File: src/rtl/cmp_scan_sched_pkg.sv
// Shared definitions for the comparator scan scheduler: FSM encoding and
// the persistence-counter width helper.
package cmp_scan_sched_pkg;

    localparam int DEF_W = 16;

    typedef enum logic [1:0] {
        ST_IDLE   = 2'd0,
        ST_DRIVE  = 2'd1,
        ST_SAMPLE = 2'd2,
        ST_DONE   = 2'd3
    } state_t;

    function automatic int cnt_w(input int hold);
        return $clog2(hold + 1);
    endfunction

endpackage

File: src/rtl/cmp_scan_sched_persist_filter.sv
// Per-channel persistence filter: counts consecutive over-threshold samples,
// saturating at HOLD, and raises the alarm once the count reaches HOLD.
module persist_filter
    import cmp_scan_sched_pkg::*;
#(
    parameter int HOLD = 3,
    localparam int CW = cnt_w(HOLD)
) (
    input  logic          clk,
    input  logic          rst,
    input  logic          clr,
    input  logic          upd,
    input  logic          gt,
    output logic [CW-1:0] cnt,
    output logic          alarm
);

    logic [CW-1:0] cnt_q;
    logic [CW-1:0] cnt_d;
    logic          alarm_q;

    // Saturating increment so the counter never wraps past HOLD.
    assign cnt_d = (cnt_q == CW'(HOLD)) ? cnt_q : cnt_q + 1'b1;

    always_ff @(posedge clk) begin
        if (rst || clr) begin
            cnt_q   <= '0;
            alarm_q <= 1'b0;
        end else if (upd) begin
            if (gt) begin
                cnt_q   <= cnt_d;
                alarm_q <= (cnt_d == CW'(HOLD));
            end else begin
                cnt_q   <= '0;
                alarm_q <= 1'b0;
            end
        end
    end

    assign cnt   = cnt_q;
    assign alarm = alarm_q;

endmodule

File: src/rtl/cmp_scan_sched.sv
// Time-multiplexes one external greater-than comparator over NCH channels and
// debounces each channel's result into an alarm flag.
module cmp_scan_sched
    import cmp_scan_sched_pkg::*;
#(
    parameter int NCH  = 4,
    parameter int W    = DEF_W,
    parameter int HOLD = 3
) (
    input  logic             clk,
    input  logic             rst,
    input  logic             start,
    input  logic             cont,
    input  logic [NCH-1:0]   ch_en,
    input  logic [NCH*W-1:0] ch_val,
    input  logic [NCH*W-1:0] ch_thr,
    output logic [W-1:0]     cmp_a,
    output logic [W-1:0]     cmp_b,
    input  logic             cmp_gt,
    output logic             busy,
    output logic [NCH-1:0]   alarm,
    output logic             scan_done
);

    localparam int IW = (NCH > 1) ? $clog2(NCH) : 1;
    localparam int CW = cnt_w(HOLD);

    state_t          state_q;
    logic [IW-1:0]   idx_q;
    logic [NCH-1:0]  mask_q;
    logic [W-1:0]    cmp_a_q;
    logic [W-1:0]    cmp_b_q;
    logic            busy_q;
    logic            done_q;

    logic            latch_d;
    logic [IW:0]     first_d;
    logic [IW:0]     next_d;
    logic [NCH-1:0]  clr_d;
    logic [NCH-1:0]  upd_d;
    logic [CW-1:0]   cnt_unused [NCH];

    // Lowest set bit of m at or above lo; MSB of the result flags a hit.
    function automatic logic [IW:0] next_set(input logic [NCH-1:0] m, input int lo);
        logic [IW:0] r;
        r = '0;
        for (int i = NCH - 1; i >= 0; i--) begin
            if (m[i] && (i >= lo)) begin
                r = {1'b1, IW'(i)};
            end
        end
        return r;
    endfunction

    assign latch_d = ((state_q == ST_IDLE) && start) || ((state_q == ST_DONE) && cont);
    assign first_d = next_set(ch_en, 0);
    assign next_d  = next_set(mask_q, int'(idx_q) + 1);
    assign clr_d   = latch_d ? ~ch_en : '0;
    assign upd_d   = (state_q == ST_SAMPLE) ? (NCH'(1) << idx_q) : '0;

    always_ff @(posedge clk) begin
        if (rst) begin
            state_q <= ST_IDLE;
            idx_q   <= '0;
            mask_q  <= '0;
            cmp_a_q <= '0;
            cmp_b_q <= '0;
            busy_q  <= 1'b0;
            done_q  <= 1'b0;
        end else begin
            done_q <= 1'b0;
            if (latch_d) begin
                mask_q <= ch_en;
                busy_q <= 1'b1;
                if (first_d[IW]) begin
                    state_q <= ST_DRIVE;
                    idx_q   <= first_d[IW-1:0];
                end else begin
                    state_q <= ST_DONE;
                    done_q  <= 1'b1;
                end
            end else begin
                case (state_q)
                    ST_DRIVE: begin
                        cmp_a_q <= ch_val[idx_q*W +: W];
                        cmp_b_q <= ch_thr[idx_q*W +: W];
                        state_q <= ST_SAMPLE;
                    end
                    ST_SAMPLE: begin
                        if (next_d[IW]) begin
                            state_q <= ST_DRIVE;
                            idx_q   <= next_d[IW-1:0];
                        end else begin
                            state_q <= ST_DONE;
                            done_q  <= 1'b1;
                        end
                    end
                    ST_DONE: begin
                        state_q <= ST_IDLE;
                        busy_q  <= 1'b0;
                    end
                    default: state_q <= ST_IDLE;
                endcase
            end
        end
    end

    generate
        for (genvar gi = 0; gi < NCH; gi++) begin : g_ch
            persist_filter #(.HOLD(HOLD)) u_pf (
                .clk   (clk),
                .rst   (rst),
                .clr   (clr_d[gi]),
                .upd   (upd_d[gi]),
                .gt    (cmp_gt),
                .cnt   (cnt_unused[gi]),
                .alarm (alarm[gi])
            );
        end
    endgenerate

    assign cmp_a     = cmp_a_q;
    assign cmp_b     = cmp_b_q;
    assign busy      = busy_q;
    assign scan_done = done_q;

endmodule

File: config.mk
export PLATFORM = sky130hd
export DESIGN_NAME = cmp_scan_sched
export DESIGN_NICKNAME = d
export VERILOG_FILES = /design/src/rtl/cmp_scan_sched_pkg.sv /design/src/rtl/cmp_scan_sched_persist_filter.sv /design/src/rtl/cmp_scan_sched.sv
export SDC_FILE = /design/constraint.sdc
export NUM_CORES = 1
export LEC_CHECK = 0
export CORE_MARGIN = 2
export CORE_UTILIZATION = 42
export CTS_BUF_LIST = sky130_fd_sc_hd__clkbuf_2 sky130_fd_sc_hd__clkbuf_4 sky130_fd_sc_hd__clkbuf_8
export CTS_CLUSTER_DIAMETER = 100
export DETAILED_ROUTE_END_ITERATION = 10
export GPL_ROUTABILITY_DRIVEN = 1
export PLACE_DENSITY = 0.89
export SYNTH_ARGS = -nofsm -noshare
export SYNTH_HDL_FRONTEND = slang
export SYNTH_HIERARCHICAL = 1
export SYNTH_SLANG_ARGS = --single-unit
File: constraint.sdc
create_clock -name clk -period 4.7 [get_ports clk]
set_input_delay 0.94 -clock clk [delete_from_list [all_inputs] [get_ports clk]]
set_output_delay 0.94 -clock clk [all_outputs]
set_load 0.01 [all_outputs]
==> out/qor.yml <==
sta:
  slew-limit-headroom_pct: 28.4
  setup_tns_ns: 0
  min_period_ns: 2.61
  timing.hold.ws_ns: 0.484
  fin_crit_sh_pct: 55.4
  fin_skew_ns: 0.0106
  rsz0062_at_grt: "false"
  fin_ws_ns: 2.09
  hold_violations: 0
  timing.fmax_mhz: 384
  worstMarginPinSlew_ns: 1.07
  finalMaxSlewViolations: 0
  setup_viol: 0
global_route:
  grt_pass1_vias: 2654
  grt_pass1_wl_mm: 12.5
  grt_max_degree: 55
  grt_antenna_before_repair: 0
  grt_remaining_overflow: 0
  grtUsageTotal_pct: 21.1
floorplanning:
  core-area_um2: 6760
  rows: 30
  dieArea_um2: 7610
  dieHeight_um: 87.2
  chipWidth_um: 87.2
  start_util_pct: 43.1
  io_pins: 175
worst_setup_path:
  critPathArrivalTime_ns: 2.79
  cp_max_fo: 13
  start_kind: "input port"
  crit_start: "cont"
  cp.depth: 4
  critical_path.cell_chain: "clkdlybuf4s50_1, a22oi_1, nor2_1, a2111oi_1"
  path_class: "in2reg"
  worst_ep_required_time_ns: 4.88
  critPathTopFamily: "compound AO/OA/AOI/OAI gates"
  cp_slowest_cell: "a22oi_1"
  max_stage_delay_ns: 0.85
  r2r.worst_path.cells: 5
  endpoint_kind: "flip-flop"
  r2r_start: "state_q[0]$_SDFF_PP0_"
  worstPathBufferInverterCount: 1
detailed_routing:
  route.detailed.wl_per_inst_um: 17.1
  ant_nets: 0
  vias: 2729
  routed_wl_mm: 8.66
  dr.pass1.iters: 4
  drc: 0
  drt_iter0_drc: 58
  vias_per_cell: 5.37
power_and_ir_drop:
  total_power_w: 0.00108
  p_leak_nw: 1.70
  ir_worst_vdd_mv: 0.140
  powerDensity_nw_per_um2: 227
logic_synthesis:
  synth_area_um2: 2910
  synth_top_cell_by_area: "dfxtp_1"
  netlist_top_cells_count: "dfxtp_1 (53), nor2_1 (39), mux2i_1 (33)"
  synth_warnings: 6
  synth_top_flop_cell: "dfxtp_1"
  async_flop_share_pct: 0
  synth_nets: 404
  synth-edff-count: 0
  synth_top_area_share_pct: 36.5
  synthTopCellsByArea: "dfxtp_1 (36%), mux4_2 (25%), mux2i_1 (11%), nor2_1 (5.0%), a21oi_1 (2.4%)"
  synth_seq_cells: 53
  netlist_instances: 263
  synth.distinct_cells: 31
  synth.most_common_cell: "dfxtp_1"
  syn_avg_cell_area_um2: 11.1
  seq_area_frac_synth_pct: 36.5
clocking:
  cts_tree: "built"
  ctsRootBufferMaster: "clkbuf_8"
  cts_setup_buffers: 0
  worstSkewPairLatency_ns: 0.30
  cts-resized-gates: 0
  cts.sinks: 53
  path_clk_slew_ns: 0.10
  h-tree-depth: 2
  clock_path_buffers: 2
  ctsHoldBuffers: 0
  numCtsBuffers: 5
place:
  place_congestion: 0.763
  pre_cts_ws_ns: 1.77
  placed_area_um2: 4660
  io_buffers: 174
  dp_hpwl_mm: 6.67
layout:
  drive_above_1_share_pct: 13.1
  n_antenna_cell: 0
  areaGrowthSynthToFinish_pct: 63.4
  final_area_um2: 4750
  n_fill_cell: 519
  finalNetCount: 568
job:
  drv_cap: 0
status:
  status: "finished, final reports clean"
min_path:
  hp-class: "reg2reg"
  hp-start: "busy$_SDFFE_PP0P_"
  holdPathStages: 2
-- worst paths after layout --
path                                           end  slack, ns
hold / removal                   busy$_SDFFE_PP0P_       0.48
setup reg to reg  g_ch[1].u_pf/cnt[1]$_SDFFE_PP0P_       2.51
hold reg to reg                  busy$_SDFFE_PP0P_       0.48
setup / recovery  g_ch[1].u_pf/cnt[1]$_SDFFE_PP0P_       2.09
-- logic make-up (layout without fill, tap and decap cells) --
group | after synthesis | after routing | synth area share, %
buffers and inverters | 26 | 191 | 4.26
AOI/OAI and AO/OA | 35 | 35 | 7.79
and+or+nand+nor | 80 | 80 | 13.6
muxes | 65 | 65 | 36.1
adders and majority gates | 4 | 4 | 1.72
DFF | 53 | 53 | 36.5
-- report_power, final --
part	switching, W	internal [W]
Combinational	0.000102	0.000218
Clock	0.000153	0.000106
Sequential	0.0000293	0.000473
Total	0.000284	0.000797
-- area by class of cell --
class                      count  area (µm²)  share of cell area, %
inverter                       8        30.0                  0.632
sequential                    53        1060                   22.4
multi-input combinational    184        1730                   36.3
clock inverter                 3        21.3                  0.447
clock buffer                   5        68.8                   1.45
timing repair buffer         175        1740                   36.7
tap                           80         100                   2.11
-- stage by stage --
stage	util [%]	std cells
final	70.4	508
after global placement	69.0	500
after floorplan	-	263
after detailed placement	69.0	500
after global routing	70.4	508
after CTS	70.4	508
-- layout by cell type, fill, tap and decap left out, drive strengths merged, types with 9 or more instances in the layout --
cell type / instances
a21oi: 14
clkdlybuf4s50: 173
dfxtp: 53
inv: 9
mux2i: 33
mux4: 32
nand2: 9
nor2: 39
-- sequential cells by signal, indices dropped and copies added (netlist names) --
signal           count
busy                 1
g_ch.u_pf/alarm      4
idx_q                2
mask_q               3
state_q              2
cmp_a               16
g_ch.u_pf/cnt        8
cmp_b               16
scan_done            1
-- routing by layer --
metal  track usage, %  part of all wire, %  wire length [µm]
met5                0                    0                 0
met4             4.34                  1.2               104
met3             5.12                  7.8               674
met2             39.7                   52              4510
met1             24.3                   39              3380
-- worst reg2reg max path, delay by kind of cell (launching register included) --
family | cells | cell delay, ns
buffers and inverters | 1 | 0.08
AO/OA/AOI/OAI | 2 | 1.21
adder cells (fa/ha/maj) | 1 | 0.22
flip-flops | 1 | 0.38
AND/OR/NAND/NOR | 1 | 0.18
No activity file was read; power rests on OpenSTA's default activity.
